### src/rtl/mc_controller_if.sv
// mc_controller_if -- control bundle between the multicycle controller and
// its datapath.
//
// Signals:
//   op        [6:0] instruction opcode field (instr[6:0])
//   zero            ALU zero flag
//   mem_ready       memory handshake (only when MC_CTRL_WAIT_EN is defined)
//   immsrc    [1:0] extender select: 00 I, 01 S, 10 B, 11 J
//   alusrca   [1:0] ALU operand A select
//   alusrcb   [1:0] ALU operand B select
//   resultsrc [1:0] result mux select
//   aluop     [1:0] ALU operation class
//   adrsrc          memory address select
//   irwrite         instruction register write enable
//   pcwrite         program counter write enable
//   regwrite        register file write enable
//   memwrite        data memory write enable
//   illegal         one-cycle pulse on an unsupported opcode
//   state     [3:0] current controller state (debug)
//
// Modports: master = controller side, slave = datapath side.
// Configuration macro: MC_CTRL_WAIT_EN adds the mem_ready handshake.

interface mc_controller_if;
  logic [6:0] op;
  logic       zero;
`ifdef MC_CTRL_WAIT_EN
  logic       mem_ready;
`endif
  logic [1:0] immsrc;
  logic [1:0] alusrca;
  logic [1:0] alusrcb;
  logic [1:0] resultsrc;
  logic [1:0] aluop;
  logic       adrsrc;
  logic       irwrite;
  logic       pcwrite;
  logic       regwrite;
  logic       memwrite;
  logic       illegal;
  logic [3:0] state;

`ifdef MC_CTRL_WAIT_EN
  modport master (
    input  op, zero, mem_ready,
    output immsrc, alusrca, alusrcb, resultsrc, aluop,
           adrsrc, irwrite, pcwrite, regwrite, memwrite, illegal, state
  );
  modport slave (
    output op, zero, mem_ready,
    input  immsrc, alusrca, alusrcb, resultsrc, aluop,
           adrsrc, irwrite, pcwrite, regwrite, memwrite, illegal, state
  );
`else
  modport master (
    input  op, zero,
    output immsrc, alusrca, alusrcb, resultsrc, aluop,
           adrsrc, irwrite, pcwrite, regwrite, memwrite, illegal, state
  );
  modport slave (
    output op, zero,
    input  immsrc, alusrca, alusrcb, resultsrc, aluop,
           adrsrc, irwrite, pcwrite, regwrite, memwrite, illegal, state
  );
`endif
endinterface

### src/rtl/mc_controller.sv
// mc_controller -- Moore control FSM for a multicycle RV32 subset core
// (lw, sw, R-type, I-type ALU, beq, jal).
//
// Ports:
//   clk    rising-edge clock
//   reset  asynchronous active-low reset, synchronous release
//   bus    mc_controller_if.master: opcode/zero in, datapath controls out
//
// Configuration macro: MC_CTRL_WAIT_EN -- when defined, FETCH, MEMREAD and
// MEMWRITE stall while bus.mem_ready is low. When undefined the handshake
// does not exist and memory is treated as always ready.

module mc_controller (
  input  logic              clk,
  input  logic              reset,
  mc_controller_if.master   bus
);

  typedef enum logic [3:0] {
    S_FETCH    = 4'd0,
    S_DECODE   = 4'd1,
    S_MEMADR   = 4'd2,
    S_MEMREAD  = 4'd3,
    S_MEMWB    = 4'd4,
    S_MEMWRITE = 4'd5,
    S_EXECUTER = 4'd6,
    S_EXECUTEI = 4'd7,
    S_ALUWB    = 4'd8,
    S_BEQ      = 4'd9,
    S_JAL      = 4'd10
  } state_t;

  localparam logic [6:0] OP_LW   = 7'b0000011;
  localparam logic [6:0] OP_SW   = 7'b0100011;
  localparam logic [6:0] OP_RTYP = 7'b0110011;
  localparam logic [6:0] OP_ITYP = 7'b0010011;
  localparam logic [6:0] OP_BEQ  = 7'b1100011;
  localparam logic [6:0] OP_JAL  = 7'b1101111;

  state_t state_reg;
  state_t state_next;
  logic   mem_ready;
  logic   pcupdate;
  logic   branch;

`ifdef MC_CTRL_WAIT_EN
  assign mem_ready = bus.mem_ready;
`else
  assign mem_ready = 1'b1;
`endif

  // State register
  always_ff @(posedge clk or negedge reset) begin
    if (!reset) begin
      state_reg <= S_FETCH;
    end else begin
      state_reg <= state_next;
    end
  end

  // Next-state logic
  always_comb begin
    state_next = S_FETCH;
    case (state_reg)
      S_FETCH:    state_next = mem_ready ? S_DECODE : S_FETCH;
      S_DECODE: begin
        case (bus.op)
          OP_LW, OP_SW: state_next = S_MEMADR;
          OP_RTYP:      state_next = S_EXECUTER;
          OP_ITYP:      state_next = S_EXECUTEI;
          OP_BEQ:       state_next = S_BEQ;
          OP_JAL:       state_next = S_JAL;
          default:      state_next = S_FETCH;
        endcase
      end
      // Only lw and sw reach MEMADR, so anything but lw is a store.
      S_MEMADR:   state_next = (bus.op == OP_LW) ? S_MEMREAD : S_MEMWRITE;
      S_MEMREAD:  state_next = mem_ready ? S_MEMWB : S_MEMREAD;
      S_MEMWB:    state_next = S_FETCH;
      S_MEMWRITE: state_next = mem_ready ? S_FETCH : S_MEMWRITE;
      S_EXECUTER: state_next = S_ALUWB;
      S_EXECUTEI: state_next = S_ALUWB;
      S_ALUWB:    state_next = S_FETCH;
      S_BEQ:      state_next = S_FETCH;
      S_JAL:      state_next = S_ALUWB;
      default:    state_next = S_FETCH;  // unused codes 11-15 recover
    endcase
  end

  // Output logic (Moore on state; pcwrite also folds in the live zero flag)
  always_comb begin
    bus.adrsrc    = 1'b0;
    bus.irwrite   = 1'b0;
    bus.alusrca   = 2'b00;
    bus.alusrcb   = 2'b00;
    bus.resultsrc = 2'b00;
    bus.aluop     = 2'b00;
    bus.regwrite  = 1'b0;
    bus.memwrite  = 1'b0;
    bus.illegal   = 1'b0;
    pcupdate      = 1'b0;
    branch        = 1'b0;
    case (state_reg)
      S_FETCH: begin
        // The IR and PC may only load once the fetched word is valid, so a
        // stalled fetch keeps both enables low.
        bus.irwrite   = mem_ready;
        bus.alusrcb   = 2'b10;
        bus.resultsrc = 2'b10;
        pcupdate      = mem_ready;
      end
      S_DECODE: begin
        bus.alusrca = 2'b01;
        bus.alusrcb = 2'b01;
        case (bus.op)
          OP_LW, OP_SW, OP_RTYP, OP_ITYP, OP_BEQ, OP_JAL: bus.illegal = 1'b0;
          default:                                        bus.illegal = 1'b1;
        endcase
      end
      S_MEMADR: begin
        bus.alusrca = 2'b10;
        bus.alusrcb = 2'b01;
      end
      S_MEMREAD: begin
        bus.adrsrc = 1'b1;
      end
      S_MEMWB: begin
        bus.resultsrc = 2'b01;
        bus.regwrite  = 1'b1;
      end
      S_MEMWRITE: begin
        bus.adrsrc   = 1'b1;
        bus.memwrite = 1'b1;
      end
      S_EXECUTER: begin
        bus.alusrca = 2'b10;
        bus.aluop   = 2'b10;
      end
      S_EXECUTEI: begin
        bus.alusrca = 2'b10;
        bus.alusrcb = 2'b01;
        bus.aluop   = 2'b10;
      end
      S_ALUWB: begin
        bus.regwrite = 1'b1;
      end
      S_BEQ: begin
        bus.alusrca = 2'b10;
        bus.aluop   = 2'b01;
        branch      = 1'b1;
      end
      S_JAL: begin
        bus.alusrca = 2'b01;
        bus.alusrcb = 2'b10;
        pcupdate    = 1'b1;
      end
      default: begin
      end
    endcase
    bus.pcwrite = pcupdate | (branch & bus.zero);
  end

  // Immediate format follows the opcode in every state.
  always_comb begin
    case (bus.op)
      OP_SW:   bus.immsrc = 2'b01;
      OP_BEQ:  bus.immsrc = 2'b10;
      OP_JAL:  bus.immsrc = 2'b11;
      default: bus.immsrc = 2'b00;
    endcase
  end

  assign bus.state = state_reg;

endmodule

### src/flat_wrapper.sv
// flat-port wrapper written by rule: the top's interface ports become plain ports
module mc_controller_flat 
  (clk, reset, bus_op, bus_zero, bus_immsrc, bus_alusrca, bus_alusrcb, bus_resultsrc, bus_aluop, bus_adrsrc, bus_irwrite, bus_pcwrite, bus_regwrite, bus_memwrite, bus_illegal, bus_state);
  mc_controller_if bus_i ();
  input  logic clk;
  input  logic reset;
  input wire logic [$bits(bus_i.op)-1:0] bus_op;
  input wire logic [$bits(bus_i.zero)-1:0] bus_zero;
  output wire logic [$bits(bus_i.immsrc)-1:0] bus_immsrc;
  output wire logic [$bits(bus_i.alusrca)-1:0] bus_alusrca;
  output wire logic [$bits(bus_i.alusrcb)-1:0] bus_alusrcb;
  output wire logic [$bits(bus_i.resultsrc)-1:0] bus_resultsrc;
  output wire logic [$bits(bus_i.aluop)-1:0] bus_aluop;
  output wire logic [$bits(bus_i.adrsrc)-1:0] bus_adrsrc;
  output wire logic [$bits(bus_i.irwrite)-1:0] bus_irwrite;
  output wire logic [$bits(bus_i.pcwrite)-1:0] bus_pcwrite;
  output wire logic [$bits(bus_i.regwrite)-1:0] bus_regwrite;
  output wire logic [$bits(bus_i.memwrite)-1:0] bus_memwrite;
  output wire logic [$bits(bus_i.illegal)-1:0] bus_illegal;
  output wire logic [$bits(bus_i.state)-1:0] bus_state;
  assign bus_i.op = bus_op;
  assign bus_i.zero = bus_zero;
  assign bus_immsrc = bus_i.immsrc;
  assign bus_alusrca = bus_i.alusrca;
  assign bus_alusrcb = bus_i.alusrcb;
  assign bus_resultsrc = bus_i.resultsrc;
  assign bus_aluop = bus_i.aluop;
  assign bus_adrsrc = bus_i.adrsrc;
  assign bus_irwrite = bus_i.irwrite;
  assign bus_pcwrite = bus_i.pcwrite;
  assign bus_regwrite = bus_i.regwrite;
  assign bus_memwrite = bus_i.memwrite;
  assign bus_illegal = bus_i.illegal;
  assign bus_state = bus_i.state;
  mc_controller u_core (.clk(clk), .reset(reset), .bus(bus_i));
endmodule
### config.mk
export PLATFORM = sky130hd
export DESIGN_NAME = mc_controller_flat
export DESIGN_NICKNAME = d
export VERILOG_FILES = /design/src/rtl/mc_controller_if.sv /design/src/rtl/mc_controller.sv /design/src/flat_wrapper.sv
export SDC_FILE = /design/constraint.sdc
export NUM_CORES = 1
export LEC_CHECK = 0
export CORE_UTILIZATION = 36
export CTS_BUF_LIST = sky130_fd_sc_hd__clkbuf_16
export DETAILED_ROUTE_END_ITERATION = 6
export GPL_ROUTABILITY_DRIVEN = 1
export HOLD_SLACK_MARGIN = 0.06
export PLACE_DENSITY = 0.77
export SYNTH_ARGS = -nofsm -noshare
export SYNTH_HDL_FRONTEND = slang
export SYNTH_SLANG_ARGS = --single-unit
### constraint.sdc
create_clock -name clk -period 1.7 [get_ports clk]
set_input_delay 0.17 -clock clk [delete_from_list [all_inputs] [get_ports clk]]
set_output_delay 0.17 -clock clk [all_outputs]
set_load 0.01 [all_outputs]
==> out/results.tsv <==
metric	value	unit
status	completed	
Synth Instances	71	
post-synthesis instance area	509	um2
Worst Path Max Fanout	5	
Die ar.	0.00157	mm2
Detail Route Antenna Nets	0	
sw power	0.345	mW
internal power	0.737	mW
Reg power frac	11.7	%
Worst Tran Pin Value	0.341	ns
type of origin of the critical path	flop	
Synth top area share	19.7	%
Clk network pwr share	33.9	%
Starting Density	39.1	%
Area after DPL	962	um2
initial antenna violation count	0	
number of buffers on the longest clock path	2	
Tcrit/Tclk final	96.5	%
Die H	39.6	um
routed wire length	1.84	mm
maximum number of pins on one net before global-route repair	14	
post-cts hold buffer count	0	
Post-Synth Simple-Gate Area	40.5	%
R2R setup slack	0.07	ns
Non-Filler Instances	137	
final setup fails	0	
CORE AREA	0.00130	mm2
vias in the first global route	633	
CTS root buf	clkbuf_16	
via/cell ratio	5.31	
final hold slack	0.153	ns
number of synthesized flops with an enable pin	0	
Finished Cell Area	0.00106	mm2
clock skew	0.00231	ns
Peak Freq	609	MHz
endpoint class of the critical path	output port	
clock latency on the worst-skew pair	0.22	ns
pre-CTS setup slack	-0.321	ns
syn nets	81	
leading cell type in the layout, fill and taps excluded	buf_4	
clock transition at the registers of the reported paths	0.03	ns
setup_tns	0	ns
Sink Count	4	
Seq/Total Area, Yosys	19.7	%
P_leak	0.533	nW
initial DRC count	8	
fraction of layout cells with a size suffix above 1	34.4	%
Layout area overhead	109	%
WP data required	1.53	ns
Detailed Place HPWL	1.33	mm
RSZ-0062 raised after global routing	false	
commonest cells after routing, fill and taps aside	buf_4 (25), dlygate4sd2_1 (14), nor2_1 (9), clkdlybuf4s50_1 (9)	
mean routed wirelength per cell	13.4	um
Horiz. Die Dim	39.6	um
commonest register cell after synthesis	dfrtp_1	
XOR/XNOR Fraction of Synth Area	6.88	%
I/O pin cnt	30	
Pre-antenna DRT Iters	4	
power per cell area	1020	mW/mm2
Final Critical Period	1.64	ns
Ant. Diodes	0	
switching share of power	31.9	%
mux contribution to synthesized area	0	%
Yosys cell types	29	
Port Buf Inserts	29	
asr flop ratio synth	100	%
gr ovfl total	0	
DR vias	728	
Placed Instances	131	
#FFs+latches synth	4	
DRC Markers	0	
post-synthesis adder-cell area fraction	0	%
total global-route track usage	25.8	%
Finished Core Util	81.8	%
mean post-synth cell area	7.17	um2
HP Class	input port to async pin	
cts bufs inserted	3	
MaxCap Viol Count	0	
compound-gate portion of the synthesized area	21.9	%
CTS tree	done	
Final Max Tran Viols	0	
max reg flops	4	
Worst Slack Setup Final	0.0592	ns
Placer Congestion	0.773	
standard-cell rows	13	
top cells by area, synth	dfrtp_1 (20%), nor2_1 (7.4%), nor4_1 (6.1%)	
total power	1.08	mW
largest family of logic cells by synthesized area	simple AND/OR/NAND/NOR gates	
VDD IR max	0.000931	V
global-route wire length before repair	2.64	mm
Crit Path Category	flop to output port	
H-tree Lvls	1	
area leader, netlist	dfrtp_1	
Comb power frac	54.4	%
Ys Warns	0	
Fill cells	95	
final hold viol count	0	
Layout Nets	134	
Rel. slew slack	77.1	%
Worst EP arrival	1.47	ns
cells in the mapped netlist, types with 2 or more instances:
master	count
a211oi_1	2
a21boi_0	2
a21oi_1	2
a31oi_1	3
buf_6	2
clkbuf_1	4
dfrtp_1	4
inv_1	2
nand2_1	5
nand2b_1	3
nand3_1	2
nor2_1	10
nor2b_1	2
nor3_1	5
nor3b_1	2
nor4_1	5
o21ai_0	2
xnor2_1	2
xor2_1	2
final timing paths:
kind                                                     from                       endpoint  cells past startpoint
worst max-delay path            u_core.bus.state[1]$_DFF_PN0_                     bus_adrsrc                      4
worst min-delay path                                    reset  u_core.bus.state[1]$_DFF_PN0_                      1
worst max register to register  u_core.bus.state[0]$_DFF_PN0_  u_core.bus.state[1]$_DFF_PN0_                      4
worst min register to register  u_core.bus.state[2]$_DFF_PN0_  u_core.bus.state[2]$_DFF_PN0_                      1
max in group asynchronous                               reset  u_core.bus.state[2]$_DFF_PN0_                      1
min in group clk                u_core.bus.state[2]$_DFF_PN0_  u_core.bus.state[2]$_DFF_PN0_                      1
cell type report:
cell class / instances / area [um2] / share of cell area (%)
Clock buffer: 3 / 75.1 / 7.05
Sequential cell: 4 / 104 / 9.75
Inverter: 2 / 7.51 / 0.705
Multi-Input combinational cell: 57 / 370 / 34.8
Timing Repair Buffer: 56 / 489 / 45.9
Tap cell: 15 / 18.8 / 1.76
power by group through the flow:
stage	clock network (mW)	logic, mW	registers, mW
after detailed placement	0	0.614	0.127
final	0.367	0.588	0.127
after global routing	0.381	0.642	0.129
after global placement	0	0.603	0.126
after CTS	0.373	0.578	0.130
after floorplan	0	0.266	0.124
logic make-up (layout without fill, tap and decap cells):
family	after synthesis	in the layout
AO/OA/AOI/OAI	16	16
XOR/XNOR	4	4
buffers and inverters	10	61
flip-flops	4	4
AND/OR/NAND/NOR	37	37
metal layers:
| metal | track usage, % | vias up | share of wire [%] |
|---|---|---|---|
| met4 | 12.9 | 0 | 2.1 |
| li1 | - | 363 | - |
| met2 | 51.2 | 36 | 58 |
| met5 | 0 | - | 0 |
| met3 | 6.25 | 4 | 4.5 |
| met1 | 23.3 | 325 | 36 |
critical path, cell delays in order (launching register included):
cell,delay (ns)
dfrtp_2,0.43
buf_4,0.17
xnor2_1,0.14
nor3b_1,0.21
dlygate4sd2_1,0.29
what timing repair did:
action | in CTS | in global routing
gates cloned | 0 | 0
resized for setup | 25 | 8
endpoints found under the setup margin | 17 | 7
setup buffers | 0 | 3
Power figures use the tool's default switching activity.
